$ cat src/rtl/mors_to_num_pkg.sv
// Shared Morse definitions for the mors_to_num receiver.
// Contents:
//   - unit constants (dot/dash mark lengths, char/word gap lengths, in units)
//   - FSM state encoding (IDLE, MARK, SPACE, GAP)
//   - decoded-digit result type
//   - digit_pattern(): the 5-element pattern of digit 0-9, first element in bit 4, 1 = dash
package mors_to_num_pkg;

  localparam int DOT_UNITS       = 1;
  localparam int DASH_UNITS      = 3;
  localparam int CHAR_GAP_UNITS  = 3;
  localparam int WORD_GAP_UNITS  = 7;
  localparam int ELEMS_PER_DIGIT = 5;

  localparam logic [1:0] ST_IDLE  = 2'd0;
  localparam logic [1:0] ST_MARK  = 2'd1;
  localparam logic [1:0] ST_SPACE = 2'd2;
  localparam logic [1:0] ST_GAP   = 2'd3;

  typedef struct packed {
    logic       valid;
    logic [3:0] digit;
  } digit_dec_t;

  function automatic logic [4:0] digit_pattern(input logic [3:0] d);
    logic [4:0] pat;
    case (d)
      4'd0:    pat = 5'b11111;
      4'd1:    pat = 5'b01111;
      4'd2:    pat = 5'b00111;
      4'd3:    pat = 5'b00011;
      4'd4:    pat = 5'b00001;
      4'd5:    pat = 5'b00000;
      4'd6:    pat = 5'b10000;
      4'd7:    pat = 5'b11000;
      4'd8:    pat = 5'b11100;
      4'd9:    pat = 5'b11110;
      default: pat = 5'b00000;
    endcase
    return pat;
  endfunction

endpackage

$ cat src/rtl/mors_to_num_digit_lut.sv
// Combinational Morse digit decoder.
// Ports:
//   elem      in  5  collected elements, first element in bit 4, 1 = dash
//   elem_cnt  in  3  number of elements collected
//   dec       out    {valid, digit}; valid only for exactly five elements forming a digit
module mors_to_num_digit_lut
  import mors_to_num_pkg::*;
(
  input  logic [4:0] elem,
  input  logic [2:0] elem_cnt,
  output digit_dec_t dec
);

  // Search the ten digit patterns for a match
  always_comb begin
    dec = '0;
    if (elem_cnt == 3'(ELEMS_PER_DIGIT)) begin
      for (int i = 0; i < 10; i++) begin
        if (elem == digit_pattern(4'(i))) begin
          dec.valid = 1'b1;
          dec.digit = 4'(i);
        end else begin
        end
      end
    end else begin
      dec = '0;
    end
  end

endmodule

$ cat src/rtl/mors_to_num.sv
// Morse receiver: measures mark/space run lengths on `mors`, rebuilds dots and
// dashes, decodes digit characters and accumulates them into a 0..31 number.
// A word gap ends the number with either a num_valid or an err pulse.
// Ports:
//   clk        in   1  system clock, rising edge
//   rst        in   1  asynchronous active-low reset
//   mors       in   1  Morse line (1 = mark), synchronous to clk
//   num        out  5  last decoded number, held until the next num_valid
//   num_valid  out  1  one-cycle pulse, num updated in the same cycle
//   err        out  1  one-cycle pulse in place of num_valid for a malformed number
//   busy       out  1  high while a number is in progress
module mors_to_num
  import mors_to_num_pkg::*;
#(
  parameter int UNIT_CYC   = 1,
  parameter int CHAR_UNITS = CHAR_GAP_UNITS,
  parameter int WORD_UNITS = WORD_GAP_UNITS
) (
  input  logic       clk,
  input  logic       rst,
  input  logic       mors,
  output logic [4:0] num,
  output logic       num_valid,
  output logic       err,
  output logic       busy
);

  localparam int RUN_MAX = WORD_UNITS * UNIT_CYC;
  localparam int RUN_W   = $clog2(RUN_MAX + 1);
  localparam logic [RUN_W-1:0] RUN_SAT  = RUN_W'(RUN_MAX);
  localparam logic [RUN_W-1:0] RUN_ONE  = RUN_W'(1);
  localparam logic [RUN_W-1:0] CHAR_RUN = RUN_W'(CHAR_UNITS * UNIT_CYC);
  // Marks shorter than the dot/dash midpoint (2 units) are dots
  localparam logic [RUN_W-1:0] DASH_MIN = RUN_W'(((DOT_UNITS + DASH_UNITS) / 2) * UNIT_CYC);

  logic             level_r;
  logic [RUN_W-1:0] run_cnt_r;
  logic [RUN_W-1:0] run_nxt_s;
  logic [1:0]       state_r;
  logic [1:0]       state_nxt_s;
  logic             elem_end_s;
  logic             char_end_s;
  logic             word_end_s;
  logic             is_dash_s;
  logic [4:0]       elem_r;
  logic [2:0]       elem_cnt_r;
  logic [4:0]       acc_r;
  logic             err_flag_r;
  logic [8:0]       acc_mul_s;
  digit_dec_t       dec_s;
  logic [4:0]       num_r;
  logic             num_valid_r;
  logic             err_r;
  logic             busy_r;

  mors_to_num_digit_lut u_lut (
    .elem     (elem_r),
    .elem_cnt (elem_cnt_r),
    .dec      (dec_s)
  );

  // Run length including the current sample: restarts at 1 on a level change, saturates
  always_comb begin
    if (mors != level_r) begin
      run_nxt_s = RUN_ONE;
    end else if (run_cnt_r == RUN_SAT) begin
      run_nxt_s = RUN_SAT;
    end else begin
      run_nxt_s = run_cnt_r + RUN_ONE;
    end
  end

  // In MARK the registered run is the mark length seen so far
  assign is_dash_s = (run_cnt_r >= DASH_MIN);
  assign acc_mul_s = ({4'b0000, acc_r} * 9'd10) + {5'b00000, dec_s.digit};

  // Next-state logic and event strobes for element, character and word ends
  always_comb begin
    state_nxt_s = state_r;
    elem_end_s  = 1'b0;
    char_end_s  = 1'b0;
    word_end_s  = 1'b0;
    case (state_r)
      ST_IDLE: begin
        if (mors) begin
          state_nxt_s = ST_MARK;
        end else begin
          state_nxt_s = ST_IDLE;
        end
      end
      ST_MARK: begin
        if (!mors) begin
          state_nxt_s = ST_SPACE;
          elem_end_s  = 1'b1;
        end else begin
          state_nxt_s = ST_MARK;
        end
      end
      ST_SPACE: begin
        if (mors) begin
          state_nxt_s = ST_MARK;
        end else if (run_nxt_s == CHAR_RUN) begin
          state_nxt_s = ST_GAP;
          char_end_s  = 1'b1;
        end else begin
          state_nxt_s = ST_SPACE;
        end
      end
      ST_GAP: begin
        if (mors) begin
          state_nxt_s = ST_MARK;
        end else if (run_nxt_s == RUN_SAT) begin
          state_nxt_s = ST_IDLE;
          word_end_s  = 1'b1;
        end else begin
          state_nxt_s = ST_GAP;
        end
      end
      default: begin
        state_nxt_s = ST_IDLE;
      end
    endcase
  end

  // Line level, run counter and FSM state
  always_ff @(posedge clk or negedge rst) begin
    if (!rst) begin
      level_r   <= 1'b0;
      run_cnt_r <= '0;
      state_r   <= ST_IDLE;
    end else begin
      level_r   <= mors;
      run_cnt_r <= run_nxt_s;
      state_r   <= state_nxt_s;
    end
  end

  // Element shift register, digit accumulation and malformed-number flag
  always_ff @(posedge clk or negedge rst) begin
    if (!rst) begin
      elem_r     <= 5'b00000;
      elem_cnt_r <= 3'd0;
      acc_r      <= 5'd0;
      err_flag_r <= 1'b0;
    end else if (elem_end_s) begin
      if (elem_cnt_r == 3'(ELEMS_PER_DIGIT)) begin
        // Too many elements: the character cannot be a digit
        err_flag_r <= 1'b1;
      end else begin
        elem_r     <= {elem_r[3:0], is_dash_s};
        elem_cnt_r <= elem_cnt_r + 3'd1;
      end
    end else if (char_end_s) begin
      elem_r     <= 5'b00000;
      elem_cnt_r <= 3'd0;
      if (err_flag_r) begin
        // Number already bad: later digits are ignored
        acc_r <= acc_r;
      end else if (!dec_s.valid) begin
        err_flag_r <= 1'b1;
      end else if (acc_mul_s > 9'd31) begin
        err_flag_r <= 1'b1;
        acc_r      <= 5'd31;
      end else begin
        acc_r <= acc_mul_s[4:0];
      end
    end else if (word_end_s) begin
      acc_r      <= 5'd0;
      err_flag_r <= 1'b0;
    end else begin
      acc_r <= acc_r;
    end
  end

  // Registered outputs: result pulses on word end, busy follows the next state
  always_ff @(posedge clk or negedge rst) begin
    if (!rst) begin
      num_r       <= 5'd0;
      num_valid_r <= 1'b0;
      err_r       <= 1'b0;
      busy_r      <= 1'b0;
    end else begin
      busy_r      <= (state_nxt_s != ST_IDLE);
      num_valid_r <= word_end_s & ~err_flag_r;
      err_r       <= word_end_s & err_flag_r;
      if (word_end_s && !err_flag_r) begin
        num_r <= acc_r;
      end else begin
        num_r <= num_r;
      end
    end
  end

  assign num       = num_r;
  assign num_valid = num_valid_r;
  assign err       = err_r;
  assign busy      = busy_r;

endmodule

$ cat config.mk
export PLATFORM = sky130hd
export DESIGN_NAME = mors_to_num
export DESIGN_NICKNAME = d
export VERILOG_FILES = /design/src/rtl/mors_to_num_pkg.sv /design/src/rtl/mors_to_num_digit_lut.sv /design/src/rtl/mors_to_num.sv
export SDC_FILE = /design/constraint.sdc
export NUM_CORES = 1
export LEC_CHECK = 0
export CORE_ASPECT_RATIO = 1.1
export CORE_MARGIN = 2
export CORE_UTILIZATION = 58
export DETAILED_ROUTE_END_ITERATION = 7
export PLACE_DENSITY = 0.82
export SETUP_SLACK_MARGIN = 0.2
export SLEW_MARGIN = 20
export SYNTH_ARGS = -nofsm -noshare
export SYNTH_HDL_FRONTEND = slang
export SYNTH_SLANG_ARGS = --single-unit
$ cat constraint.sdc
create_clock -name clk -period 2.7 [get_ports clk]
set_clock_uncertainty 0.1 [all_clocks]
set_input_delay 0.675 -clock clk [delete_from_list [all_inputs] [get_ports clk]]
set_output_delay 0.675 -clock clk [all_outputs]
set_load 0.1 [all_outputs]
# After elaboration in Yosys (flattened, before gate mapping)
# Cells that the tools add are included.
[word_totals] romBits=0 ram_bits=0 wordCells=109 ff_bits=28 mem_count=0 output_inout_bits=8 latch_bits=0 inputBits=3
[classes] mux=56 addsub=3 div=0 n_bitwise=4 shift=0 order_cmp=2 reduce_logical=10 n_mul=1 n_eq_ne=22
[op_table] cell="$mux W5" n=29
[op_table] cell="$eq A5 B5 Y1" n=10
[op_table] cell="$mux W1" n=17
[op_table] cell="$mux W3" n=5
[op_table] cell="$add A9 B4 Y9" n=1
[op_table] cell="$eq A3 B3 Y1 const B" n=3
[op_table] cell="$gt A9 B5 Y1 const B" n=1
[op_table] cell="$mul A5 B3 Y8 const B" n=1
[op_table] cell="$mux W2" n=4
[op_table] cell="$pmux W2 S4" n=1
[op_table] cell="$add A3 B1 Y3 const B" n=2
[op_table] cell="$reduce_bool A2 Y1" n=3
[op_table] cell="$eq A2 B2 Y1 const B" n=2
[op_table] cell="$ne A2 B1 Y1 const B" n=2
[op_table] cell="$ne A2 B2 Y1 const B" n=2
[op_table] cell="$reduce_and A2 Y1" n=2
[op_table] cell="$reduce_and A4 Y1" n=1
[op_table] cell="$eq A3 B2 Y1 const B" n=1
[op_table] cell="$ge A3 B2 Y1 const B" n=1
[op_table] cell="$reduce_bool A3 Y1" n=1
[op_table] cell="$and A1 B1 Y1" n=2
[op_table] cell="$eq A2 B1 Y1 const B" n=1
[op_table] cell="$logic_not A2 Y1" n=1
[op_table] cell="$not A1 Y1" n=2
[op_table] cell="3 further kinds" n=3

# Logic depth before layout (Yosys ltp)
# Gate-level depths: netlist of run 1.
[depth] depth_word=21 mapped_depth=12 ltp_nobuf=11

# Cells and area by module
# A second synthesis of run 1 with hierarchy kept.
[hier_totals] hier_cells=163 area_unflattened_um2=1756.7
[modules_own_cells] mod="mors_to_num" area_each_um2=1555.2 instances=1 cells_per_inst=136 seq_area_each_um2=700.7
[modules_own_cells] mod="mors_to_num_digit_lut" area_each_um2=201.4 instances=1 cells_per_inst=27 seq_area_each_um2=0.0

# Worst setup path before layout of run 1
# OpenSTA, ideal clock, no wires.
[synth_timing] path_type="reg-to-reg" start="register elem_r[0]" end="register acc_r[4]" setup_slack_ns=0.325 n_path_buf=1 path_stages_with_launch=13 t_required_ns=2.467 synth_period_minus_slack_ns=2.375 arrival_time_ns=2.142 path_cell_list="dfrtp_1 -> clkbuf_1 -> nand2b_1 -> nor3_1 -> a21oi_1 -> nor2_1 -> ha_1 -> fa_1 -> nand3_1 -> and2_1 -> o221ai_1 -> nor2_2 -> a22oi_1"
[synth_between] elab_chain_len=17 word_cells_on_any_way=29 classes_between="add/sub: 1; order compare: 1; eq/ne: 11; mux: 15; reduce/logical: 1"
[synth_rtl] element="from (decl)" line="mors_to_num.sv:45" text="logic [4:0] elem_r;"
[synth_rtl] element="from (signal assigned)" line="mors_to_num.sv:150" text="elem_r <= {elem_r[3:0], is_dash_s};"
[synth_rtl] element="$eq A5 B5 Y1" line="mors_to_num_digit_lut.sv:19" text="if (elem == digit_pattern(4'(i))) begin"
[synth_rtl] element="$mux W5 (8 in a row)" line="mors_to_num_digit_lut.sv:19"
[synth_rtl] element="$mux W5 *" line="mors_to_num_digit_lut.sv:19"
[synth_rtl] element="$mux W5 *" line="mors_to_num_digit_lut.sv:17" text="if (elem_cnt == 3'(ELEMS_PER_DIGIT)) begin"
[synth_rtl] element="$add A9 B4 Y9" line="mors_to_num.sv:75" text="assign acc_mul_s = ({4'b0000, acc_r} * 9'd10) + {5'b00000, dec_s.digit};"
[synth_rtl] element="$gt A9 B5 Y1" line="mors_to_num.sv:161" text="end else if (acc_mul_s > 9'd31) begin"
[synth_rtl] element="$mux W5" line="mors_to_num.sv:161"
[synth_rtl] element="$mux W5" line="mors_to_num.sv:159" text="end else if (!dec_s.valid) begin"
[synth_rtl] element="$mux W5" line="mors_to_num.sv:156" text="if (err_flag_r) begin"
[synth_rtl] element="$mux W5" line="mors_to_num.sv:153" text="end else if (char_end_s) begin"
[synth_rtl] element="to (signal assigned)" line="mors_to_num.sv:158" text="acc_r <= acc_r;"
[synth_rtl] element="to (signal assigned)" line="mors_to_num.sv:165" text="acc_r <= acc_mul_s[4:0];"
[synth_rtl] element="to (signal assigned)" line="mors_to_num.sv:171" text="acc_r <= acc_r;"
[synth_rtl] element="to (decl)" line="mors_to_num.sv:47" text="logic [4:0] acc_r;"
# Every way passes the cells marked *; elsewhere a longest branch is shown, timed or not. The select of a mux whose other input is x is not followed.
# A chain may end at the register's enable or synchronous reset.

# Worst setup path in the final report of run 1
[layout_timing] start="register acc_r[3]" end="register acc_r[1]"
[layout_between] elab_chain_len=7
[layout_rtl] element="$mul A5 B3 Y8" line="mors_to_num.sv:75"
[layout_rtl] element="$add A9 B4 Y9" line="mors_to_num.sv:75"
[layout_rtl] element="$gt A9 B5 Y1" line="mors_to_num.sv:161"
[layout_rtl] element="$mux W5" line="mors_to_num.sv:161"
[layout_rtl] element="$mux W5" line="mors_to_num.sv:159"
[layout_rtl] element="$mux W5" line="mors_to_num.sv:156"
[layout_rtl] element="$mux W5" line="mors_to_num.sv:153"
# No other way between the ends. The select of a mux whose other input is x is not followed.

==> qor.txt, run 1 <==
FF+latch count, synth - 28
Post-synthesis sequential area ratio - 0.433
Kind of critical path - register to register
Initial Util - 0.598
Unrepaired setup endpoints after global routing - false
Final ANT Viol Nets - 0
Rel. slew slack - 0.721
Post-synth top cells - 28 x dfrtp_1, 14 x nand2_1, 13 x ha_1, 11 x a21oi_1, 11 x nor2_1
Worst setup EP type - register
Vias in the first global route - 1221
Layout cells sized above 1 - 0.324
H-Tree Depth - 1
Fill count - 186
Syn_area_per_cell - 10.4 sq um
R2r setup slk - 0.25 ns
Final WL - 3.66 mm
Yosys top cell area share - 0.433
Vias - 1283
CTS Sinks - 28
Slew of the pin with the lowest slew margin - 0.417 ns
Clock buffer depth - 2
Power Density - 694 nW/um^2
Period Utilization, post-route - 0.908
Final instance area - 1980 sq um
Primary FF master, synth - dfrtp_1
Placeable Area - 2700 sq um
Fmax - 408 MHz
Worst skew pair latency - 0.33 ns
Placed insts - 202
Global route overflow - 0
I/O pin count - 11
Synth-to-Final Area Change - 22.4%
Routed wire per std cell - 17.3 microns
Vias per cell - 6.05
Starting DRC count in detailed routing - 31
Die Y - 59.4 microns
Run status - finished clean
Synth Cell Area - 1620 sq um
Leak - 0.924 nW
Worst Path Required - 2.80 ns
Slew Limit Fails - 0
CP max FO - 3
Reg clk slew, reported paths - 0.15 ns
Cell accounting for the most synthesized area - dfrtp_1
IO buf count - 10
Final hold viol count - 0
Top cells by area, synth - dfrtp_1 43%, ha_1 10%, mux2_2 5.6%, a21oi_1 3.4%, nand2_1 3.3%
Yosys warns - 0
WP data arrival - 2.55 ns
CTS Buf Count - 3
Mapped Cells - 155
Final min period - 2.45 ns
DP Area - 1770 sq um
Die area - 3230 sq um
Diode count - 0
DRT Pass-1 Iters - 4
GRT Overall Usage - 0.235
Initial antenna violation count - 0
Gpl congestion - 0.842
Max cap viols - 0
Post-synth EDFFs - 0
Die W - 54.3 microns
Fin cells - 212
CTS tree - built
Root buffer cell - clkbuf_4
Asr flop ratio synth - 1.00
First-pass GRT wire length - 5.40 mm
Row count - 20
Post-Syn Nets - 173
Post-synthesis cell type count - 42
HP Class - register to register
Detail Placement HPWL - 2.45 mm
Drc violations - 0
Final #Nets - 198
Max VDD drop - 0.542 mV
Cell with the most instances after synthesis - dfrtp_1
Final setup fails - 0
Largest net degree at the start of global routing - 29
Worst Setup Start Kind - register
[cell usage in the layout (no fill, tap or decap), drive strengths merged, types with 2 or more instances in the layout]
master,count
a211oi,4
a21o,3
a21oi,11
a22o,4
a22oi,3
buf,21
clkbuf,3
clkdlybuf4s50,2
dfrtp,28
fa,2
ha,13
inv,9
mux2,8
nand2,14
nand2b,7
nor2,12
nor3,7
nor3b,2
o21ai,3
or2,2
xor2,3
[per-stage QoR]
stage	total power, W	hold slack [ns]	TNS, ns	worst slack (ns)	util
floorplan	0.000898	0.279	0	0.325	-
global placement	0.000995	0.395	0	0.101	0.656
detailed placement	0.00103	0.397	-0.0359	-0.0359	0.656
CTS	0.00133	0.430	0	0.211	0.695
global route	0.00145	0.441	0	0.160	0.732
finish	0.00137	0.407	0	0.250	0.732
[metal layers]
layer	up-vias	GRT usage	routed length, microns
met5	-	0	0
met4	0	0.136	202
met3	22	0.0253	95
met2	29	0.389	1920
met1	627	0.292	1440
li1	605	-	-
[critical path: stages (launching register included)]
cell and delay [ns]:
dfrtp_1 0.44, ha_1 0.29, ha_2 0.21, inv_1 0.06, fa_2 0.38, a2111oi_4 0.34, o221ai_4 0.20, nor3_2 0.24
a21oi_1 0.08
[power breakdown]
group / internal, W / switching [W]
clock network: 0.000150 / 0.000121
logic: 0.000224 / 0.000266
registers: 0.000503 / 0.000110
[what timing repair did]
action | CTS | global route
setup endpoints to repair | 6 | 11
buffers inserted | 3 | 3
endpoints found under the hold margin | 0 | 0
hold buffers | 0 | 0
pin swaps | 3 | 7
gates resized for setup | 9 | 17
[sequential cells by signal (all words and copies together) (netlist names)]
name	count
acc_r	5
elem_r	5
num	5
elem_cnt_r	3
run_cnt_r	3
state_r	2
busy	1
err	1
err_flag_r	1
level_r	1
num_valid	1
[logic make-up (layout without fill, tap and decap cells)]
kind of cell,count (synthesis),count (layout),share of synthesized area
and+or+nand+nor,51,51,0.170
buffers and inverters,12,36,0.0325
xor gates and xnor gates,4,4,0.0217
AOI/OAI and AO/OA,37,37,0.161
adders and majority gates,15,15,0.125
muxes,8,8,0.0557
DFF,28,28,0.433
[area by class of cell]
type / instances / area, sq um / share of cell area
Clock buffer: 3 / 22.5 / 0.0114
Clock inverter: 1 / 30.0 / 0.0152
Inverter: 9 / 33.8 / 0.0171
Multi-Input combinational cell: 115 / 966 / 0.488
Sequential cell: 28 / 708 / 0.358
Tap cell: 33 / 41.3 / 0.0209
Timing Repair Buffer: 23 / 178 / 0.0898
[path summary, 6_finish.rpt]
| kind | from | endpoint | depth (start not counted) |
|---|---|---|---|
| worst max-delay path | acc_r[3] | acc_r[1] | 8 |
| max in group asynchronous | rst | acc_r[1] | 2 |
| worst min register to register | run_cnt_r[0] | run_cnt_r[0] | 1 |
| worst min-delay path | run_cnt_r[0] | run_cnt_r[0] | 1 |
| min in group asynchronous | rst | elem_cnt_r[1] | 2 |
| worst max register to register | acc_r[3] | acc_r[1] | 8 |
No activity file was read; power rests on OpenSTA's default activity.
==> inputs of run 2 (changes only) <==
- CORE_UTILIZATION: 58 -> 62
- PLACE_DENSITY: 0.82 -> 0.86
- RECOVER_POWER: unset -> 50
- clock period: 2.7 -> 3 ns (I/O delays scaled with it)
==> run 2 against run 1 <==
  * Hold slack better by 0.017 ns
  * First-iteration DRC count down 19%
  * Largest power group unchanged
  * Via count down 7.0%
  * Critical path depth unchanged
  * Register-to-register slack better by 0.095 ns
  * Largest cell class unchanged
  * Non-clock buffer count down 9
  * Critical endpoint is now acc_r[4]
==> qor.txt, run 2 (synthesis results as in run 1) <==
Run status - finished clean
Final setup fails - 0
IO buf count - 10
Most common cell after layout, fill and taps aside - dfrtp_1
Initial Util - 0.648
Period Utilization, post-route - 0.885
Die area - 3030 sq um
Final ANT Viol Nets - 0
Vias in the first global route - 1240
Drc violations - 0
Setup TNS - 0 ns
Reg2reg start - acc_r[1]
Die Y - 57.6 microns
Worst path max stage delay - 0.51 ns
Clock buffer depth - 2
Clock power share - 0.212
Switch Pwr - 0.000401 W
CP max FO - 5
WP data arrival - 2.77 ns
Hold Crit Endpoint - num[4]
Worst setup EP type - register
Worst Path Required - 3.12 ns
Kind of critical path - register to register
Slew of the pin with the lowest slew margin - 1.43 ns
Starting DRC count in detailed routing - 25
CTS tree - built
Cell class contributing the biggest share of worst-path delay - adder cells
DRT Pass-1 Iters - 4
Sw Ratio - 0.350
Max cap viols - 0
Worst Setup Start Kind - register
First-pass GRT wire length - 5.34 mm
Initial antenna violation count - 0
CTS Buf Count - 3
Final min period - 2.65 ns
R2R cell count - 8
Placeable Area - 2500 sq um
Reg clk slew, reported paths - 0.14 ns
Combined buffer and inverter count along the critical path - 1
I/O pin count - 11
CP cell instances - ha_1 > ha_1 > inv_1 > fa_1 > a2111oi_1 > o221ai_1 > nor2_2 > a22oi_1
Routed wire per std cell - 15.1 microns
Row count - 19
Power Density - 637 nW/um^2
Die W - 52.7 microns
Layout cells sized above 1 - 0.171
Setup ws final - 0.345 ns
GRT Overall Usage - 0.232
Global route overflow - 0
Final #Nets - 189
Int Power - 0.000743 W
Sequential Area - 701 sq um
Multi-input gate area - 865 sq um
Gpl congestion - 0.817
Vias per cell - 5.94
Final WL - 3.03 mm
Worst skew pair latency - 0.33 ns
Sequential group share of total power - 0.487
Hold path cells - 1
Postcts setup bufs - 0
H-Tree Depth - 1
Slew Limit Fails - 0
Rel. slew slack - 0.0481
Tot Pwr - 0.00114 W
Comb pwr share - 0.301
Largest net degree at the start of global routing - 29
Max VDD drop - 0.571 mV
R2r setup slk - 0.35 ns
Root buffer cell - clkbuf_4
Diode count - 0
CTS Sinks - 28
Slowest cell on crit path - dfrtp_1
Hold path start - num[4]
Fmax - 377 MHz
R2R Path End - acc_r[4]
HP Class - register to register
Most frequent cells in the layout - 28 x dfrtp_1, 14 x nand2_1, 13 x ha_1
Fill count - 176
Detail Placement HPWL - 2.31 mm
Leak - 0.871 nW
Synth-to-Final Area Change - 11.1%
Unrepaired setup endpoints after global routing - false
Dpl ws - 0.195 ns
Most used cell, CP - ha_1
Hold_buf cts - 0
Final hold viol count - 0
Vias - 1193
[run 2: what timing repair did]
action                                 4_1_cts  5_1_grt
setup endpoints to repair                    0        6
endpoints found under the hold margin        0        0
resized for setup                            0        1
[run 2: power groups by stage]
stage	clock network [W]	registers [W]	logic [W]
after floorplan	0	0.000528	0.000280
after global routing	0.000256	0.000574	0.000383
after CTS	0.000247	0.000556	0.000345
after detailed placement	0	0.000564	0.000340
after global placement	0	0.000554	0.000323
final	0.000243	0.000557	0.000344
[run 2: metal layers]
metal | GRT usage | share of wire | vias to the layer above
li1 | - | - | 580
met1 | 0.310 | 0.44 | 592
met2 | 0.400 | 0.53 | 17
met3 | 0.0183 | 0.018 | 4
met4 | 0.0696 | 0.0076 | 0
met5 | 0 | 0 | -
[run 2: worst max path at each step]
stage | start | end | slack, ns | cells past startpoint
after global routing | acc_r[1] | acc_r[4] | 0.17 | 8
after detailed placement | mors | num[3] | 0.19 | 5
after CTS | acc_r[1] | acc_r[4] | 0.27 | 8
after global placement | mors | acc_r[4] | 0.28 | 6
after floorplan | elem_r[0] | acc_r[4] | 0.63 | 12
final | acc_r[1] | acc_r[4] | 0.35 | 8
[run 2: cell type report]
type                       count  area share
inverter                       9      0.0188
tap                           31      0.0216
sequential                    28       0.390
multi-input combinational    115       0.481
timing repair buffer          14      0.0592
clock inverter                 1      0.0167
clock buffer                   3      0.0125
[run 2: worst reg2reg max path, delay by kind of cell (launching register included)]
family / cells / cell delay (ns)
adders and majority gates: 3 / 0.86
AOI/OAI and AO/OA: 3 / 0.78
DFF: 1 / 0.51
and+or+nand+nor: 1 / 0.25
buffers and inverters: 1 / 0.05
[run 2: metrics by stage]
step / instances / hold slack (ns) / cell area [sq um] / util
final: 201 / 0.424 / 1800 / 0.720
after global routing: 201 / 0.457 / 1800 / 0.720
after CTS: 201 / 0.430 / 1800 / 0.721
after detailed placement: 197 / 0.398 / 1750 / 0.700
after global placement: 197 / 0.393 / 1750 / 0.700
after floorplan: 155 / 0.354 / 1620 / -
